===== src/rtl/verificador_paridade.sv =====
// Even-parity checker for 9-bit words with a one-entry output register,
// saturating counters and an error-burst alarm built when VERIFICADOR_ALARME_EN is defined.
`timescale 1ns/1ps
module verificador_paridade #(
  parameter int LIMIAR_ALARME = 3,
  parameter int LARGURA_CONT  = 8
) (
  input  logic                    clk,
  input  logic                    rst_n,
  input  logic [8:0]              entrada,
  input  logic                    entrada_valida,
  output logic                    entrada_pronta,
  output logic [7:0]              saida_dados,
  output logic                    saida_erro,
  output logic                    saida_valida,
  input  logic                    saida_pronta,
  output logic [LARGURA_CONT-1:0] cont_palavras,
  output logic [LARGURA_CONT-1:0] cont_erros,
  output logic                    alarme,
  input  logic                    limpar_alarme
);

  localparam logic [LARGURA_CONT-1:0] CONT_UM    = LARGURA_CONT'(1);
  localparam logic [LARGURA_CONT-1:0] CONT_CHEIO = '1;

  function automatic logic [LARGURA_CONT-1:0] incr_sat(input logic [LARGURA_CONT-1:0] v);
    incr_sat = (v == CONT_CHEIO) ? v : v + CONT_UM;
  endfunction

  logic       erro_p0;
  logic       aceita_p0;
  logic       vld_p1;
  logic [7:0] dados_p1;
  logic       erro_p1;
  logic [LARGURA_CONT-1:0] palavras_p1;
  logic [LARGURA_CONT-1:0] erros_p1;

  assign erro_p0        = ^entrada;
  assign entrada_pronta = !vld_p1 || saida_pronta;
  assign aceita_p0      = entrada_valida && entrada_pronta;

  // p0 -> p1: output register and counters
  always_ff @(posedge clk or negedge rst_n) begin
    if (!rst_n) begin
      vld_p1   <= 1'b0;
      dados_p1 <= '0;
      erro_p1  <= 1'b0;
    end else if (aceita_p0) begin
      vld_p1   <= 1'b1;
      dados_p1 <= entrada[7:0];
      erro_p1  <= erro_p0;
    end else if (saida_pronta) begin
      vld_p1   <= 1'b0;
    end
  end

  always_ff @(posedge clk or negedge rst_n) begin
    if (!rst_n) begin
      palavras_p1 <= '0;
      erros_p1    <= '0;
    end else if (aceita_p0) begin
      palavras_p1 <= incr_sat(palavras_p1);
      if (erro_p0)
        erros_p1  <= incr_sat(erros_p1);
    end
  end

  assign saida_valida  = vld_p1;
  assign saida_dados   = dados_p1;
  assign saida_erro    = erro_p1;
  assign cont_palavras = palavras_p1;
  assign cont_erros    = erros_p1;

`ifdef VERIFICADOR_ALARME_EN
  typedef enum logic [1:0] {NORMAL, SUSPEITA, ALARME} estado_t;

  localparam logic [7:0] LIMIAR = 8'(LIMIAR_ALARME);

  function automatic logic [7:0] seq_sat(input logic [7:0] v);
    seq_sat = (v >= LIMIAR) ? LIMIAR : v + 8'd1;
  endfunction

  estado_t    estado_p1, estado_prox;
  logic [7:0] seq_p1, seq_prox;
  logic       alarme_p1;

  always_comb begin
    estado_prox = estado_p1;
    seq_prox    = seq_p1;
    if (limpar_alarme) begin
      estado_prox = NORMAL;
      seq_prox    = 8'd0;
    end else if (aceita_p0) begin
      seq_prox = erro_p0 ? seq_sat(seq_p1) : 8'd0;
      // ALARME is sticky; only the clear above leaves it
      if (estado_p1 != ALARME) begin
        if (seq_prox == LIMIAR)
          estado_prox = ALARME;
        else if (seq_prox == 8'd0)
          estado_prox = NORMAL;
        else
          estado_prox = SUSPEITA;
      end
    end
  end

  // p0 -> p1: alarm state
  always_ff @(posedge clk or negedge rst_n) begin
    if (!rst_n) begin
      estado_p1 <= NORMAL;
      seq_p1    <= 8'd0;
      alarme_p1 <= 1'b0;
    end else begin
      estado_p1 <= estado_prox;
      seq_p1    <= seq_prox;
      alarme_p1 <= (estado_prox == ALARME);
    end
  end

  assign alarme = alarme_p1;
`else
  logic unused_limpar;
  assign unused_limpar = limpar_alarme;
  assign alarme        = 1'b0;
`endif

endmodule


===== config.mk =====
export PLATFORM = sky130hd
export DESIGN_NAME = verificador_paridade
export DESIGN_NICKNAME = d
export VERILOG_FILES = /design/src/rtl/verificador_paridade.sv
export SDC_FILE = /design/constraint.sdc
export NUM_CORES = 1
export LEC_CHECK = 0
export BUFFER_PORTS_ARGS = -buffer_cell sky130_fd_sc_hd__buf_2
export CAP_MARGIN = 0
export CORE_UTILIZATION = 51
export CTS_BUF_LIST = sky130_fd_sc_hd__clkbuf_8
export CTS_CLUSTER_DIAMETER = 50
export DETAILED_ROUTE_END_ITERATION = 7
export MAX_ROUTING_LAYER = met4
export PLACE_DENSITY = 0.88
export RECOVER_POWER = 50
export SLEW_MARGIN = 20
export SYNTH_ARGS = -nofsm -noshare
export SYNTH_HDL_FRONTEND = slang
export SYNTH_SLANG_ARGS = --single-unit

===== constraint.sdc =====
create_clock -name clk -period 2.26 [get_ports clk]
set_clock_uncertainty 0.2 [all_clocks]
set_input_delay 0.226 -clock clk [delete_from_list [all_inputs] [get_ports clk]]
set_output_delay 0.226 -clock clk [all_outputs]
set_load 0.02 [all_outputs]

==> flow_summary.toml <==
[logic_synthesis]
yosysWarnings = 0
yosysTopAreaCellShare_pct = 53.2
synth_cell_types = 25
syn_nets = 113
ys_seq_area_share_pct = 53.2
synth-main-ff-cell = "dfrtp_1"
synth.area.top_cells = "dfrtp_1, xnor2_1, mux2_2"
synth_edf_count = 0
syn_area_per_cell_um2 = 12.6
syn_inst = 97
synth-seq-cells = 26
yosys.area.top_type = "dfrtp_1"
synthArstFlopShare_pct = 100
syn_area_um2 = 1220

[critical_path]
reg2reg_from = "cont_palavras[3]$_DFFE_PN0P_"
endpoint_kind = "flip-flop"
cp_max_fo = 5
r2r_end = "cont_palavras[1]$_DFFE_PN0P_"
required_ns = 2.22
critical_path.max_stage_delay_ns = 0.44
crit_chain = "and3_1, and3_1, a31oi_1, mux2_2"
critPathLaunchType = "flip-flop"
cp_common_cell = "and3_1"
cp.arrival_ns = 1.93
cp-startpoint = "cont_palavras[3]$_DFFE_PN0P_"
crit_type = "flip-flop to flip-flop"
r2r.worst_path.cells = 4
cp_slowest_cell = "dfrtp_1"
rrSetupSlack_ns = 0.29

[die]
die_area_um2 = 2600
start_util_pct = 54.8
io_pins = 42
rows = 17
die_h_um = 51.0
die_x_um = 51.0
core_area_um2 = 2230

[power_and_ir_drop]
leakagePower_uw = 0.000704
power-per-cell-area_nw_per_um2 = 1140
irDropWorstVdd_uv = 750
power_frac_clock_pct = 21.6
power_frac_comb_pct = 35.6
pwr-share-seq_pct = 42.8
swShare_pct = 37.6
power.net_switching_uw = 656
p_int_uw = 1090

[timing]
hold_viol = 0
slew_headroom_pct = 11.0
slew_viol_final = 0
min_period_ns = 1.97
clock.fmax_mhz = 507
worstMarginPinSlew_ns = 1.33
fin_crit_sh_pct = 87.3
setup_tns_ns = 0
setup_violations = 0
rsz0062_at_grt = "false"

[clock_tree]
cts_buffers = 3
cts_buffer_depth = 2
cts_root_buffer = "clkbuf_8"
clk_pin_slew_ns = 0.09
clk_latency_ns = 0.26
cts_resized = 0
cts_tree = "yes"
htreeDepth = 1
cts.sinks = 26

[routing]
drt-total-wl_mm = 2.29
ant_nets = 0
firstDrtPassIters = 4
drc_errors = 0
dr_total_vias = 875
dr.first_iter.drc_count = 7
post_drt_wl_per_cell_um = 13.5
viasPerCell = 5.18

[outcome]
status = "finished clean"

[placement]
place_hpwl_mm = 1.62
place.gp.congestion = 0.828
place.port_buffers = 39

[global_route]
grtUsageTotal_pct = 19.6
grtUsageMet1_pct = 22.8
met3_usage_pct = 1.79
globalRouteMet2Util_pct = 35.1
grt-busiest-layer = "met2"
first_global_vias = 788
grt_pass1_wl_mm = 3.55
grt_max_degree = 27
overflow = 0
antenna_found_initial = 0

[min_path]
min-delay-path-class = "primary input to flip-flop"
worstHoldStart = "entrada[3]"
whs_path_depth = 2
hold_end = "saida_dados[3]$_DFFE_PN0P_"

[final_layout]
ff_latch_area_um2 = 651
area_growth_pct = 24.6
multi_input_area_um2 = 562
fin_nets = 158
layout_common_cells = "dfrtp_1, buf_2, xnor2_1, clkbuf_1, mux2_2"
fill_cells = 169
final_core_util_pct = 68.3
num_antenna_cells = 0
drive_above_1_share_pct = 31.9

[job]
max_cap_viol_count = 0
power groups by stage:
stage          Clock, µW  Combinational [µW]  Sequential (µW)
3_3_place_gp           0                 622              737
2_1_floorplan          0                 267              896
5_1_grt              398                 665              763
4_1_cts              380                 644              742
3_5_place_dp           0                 639              747
6_report             378                 621              747
per-stage QoR:
stage | std cells | instance area [µm²] | total power [µW] | hold WS [ns] | worst slack (ns)
after floorplan | 97 | 1220 | 1160 | -0.270 | 0.341
after global placement | 163 | 1450 | 1360 | 0.0428 | 0.146
after detailed placement | 163 | 1450 | 1390 | 0.0508 | 0.115
after CTS | 169 | 1540 | 1770 | 0.0182 | 0.293
after global routing | 169 | 1530 | 1830 | 0.0232 | 0.176
final | 169 | 1530 | 1750 | 0.0164 | 0.286
cell usage after synthesis (all sizes together) (2+ instances only):
library cell   n
and2           2
and3           3
buf            2
dfrtp         26
ha             2
mux2          12
nand2          4
nand2b         3
nand3          8
nand4          5
nor2           5
xnor2         14
xor2           4
worst max-delay path, delay by kind of cell (launching register included):
family             cells  cell delay (ns)
and+or+nand+nor        2             0.43
AOI/OAI and AO/OA      1             0.42
muxes                  1             0.39
DFF                    1             0.44
routing by layer:
layer	vias to the layer above	wire length, µm	share of wire (%)
met2	30	1200	52
met3	4	104	4.6
met4	0	24	1.1
met1	421	961	42
li1	420	-	-
met5	-	0	0
sequential cells by signal, indices dropped and copies added, names as in the netlist:
| name | count |
|---|---|
| saida_dados | 8 |
| saida_erro | 1 |
| cont_erros | 8 |
| saida_valida | 1 |
| cont_palavras | 8 |
logic make-up (layout without fill, tap and decap cells):
kind of cell	count (synthesis)	in the layout	share of synthesized area, %
and+or+nand+nor	32	32	14.3
muxes	12	12	11.3
other	1	1	0.306
DFF	26	26	53.2
AOI/OAI and AO/OA	3	3	1.53
buffers and inverters	2	46	0.920
xor gates and xnor gates	19	19	16.4
adders and majority gates	2	2	2.04
layout make-up:
| class | count | share of cell area (%) |
|---|---|---|
| Timing Repair Buffer | 42 | 13.5 |
| Tap cell | 28 | 2.30 |
| Clock buffer | 3 | 2.71 |
| Multi-Input combinational cell | 69 | 36.8 |
| Sequential cell | 26 | 42.7 |
| Clock inverter | 1 | 1.97 |
timing repair:
item / CTS / global route
endpoints found under the hold margin: 27 / 0
endpoints found under the setup margin: 0 / 0
hold buffers: 2 / 0
buffers inserted: 0 / 0
how the worst max path moves through the flow:
stage,slack (ns),end,depth (start not counted)
floorplan,0.34,cont_palavras[1]$_DFFE_PN0P_,4
global placement,0.15,cont_erros[1]$_DFFE_PN0P_,6
detailed placement,0.12,cont_erros[1]$_DFFE_PN0P_,6
CTS,0.29,cont_palavras[1]$_DFFE_PN0P_,4
global route,0.18,cont_palavras[1]$_DFFE_PN0P_,2
finish,0.29,cont_palavras[1]$_DFFE_PN0P_,4
No activity file was read; power rests on OpenSTA's default activity.
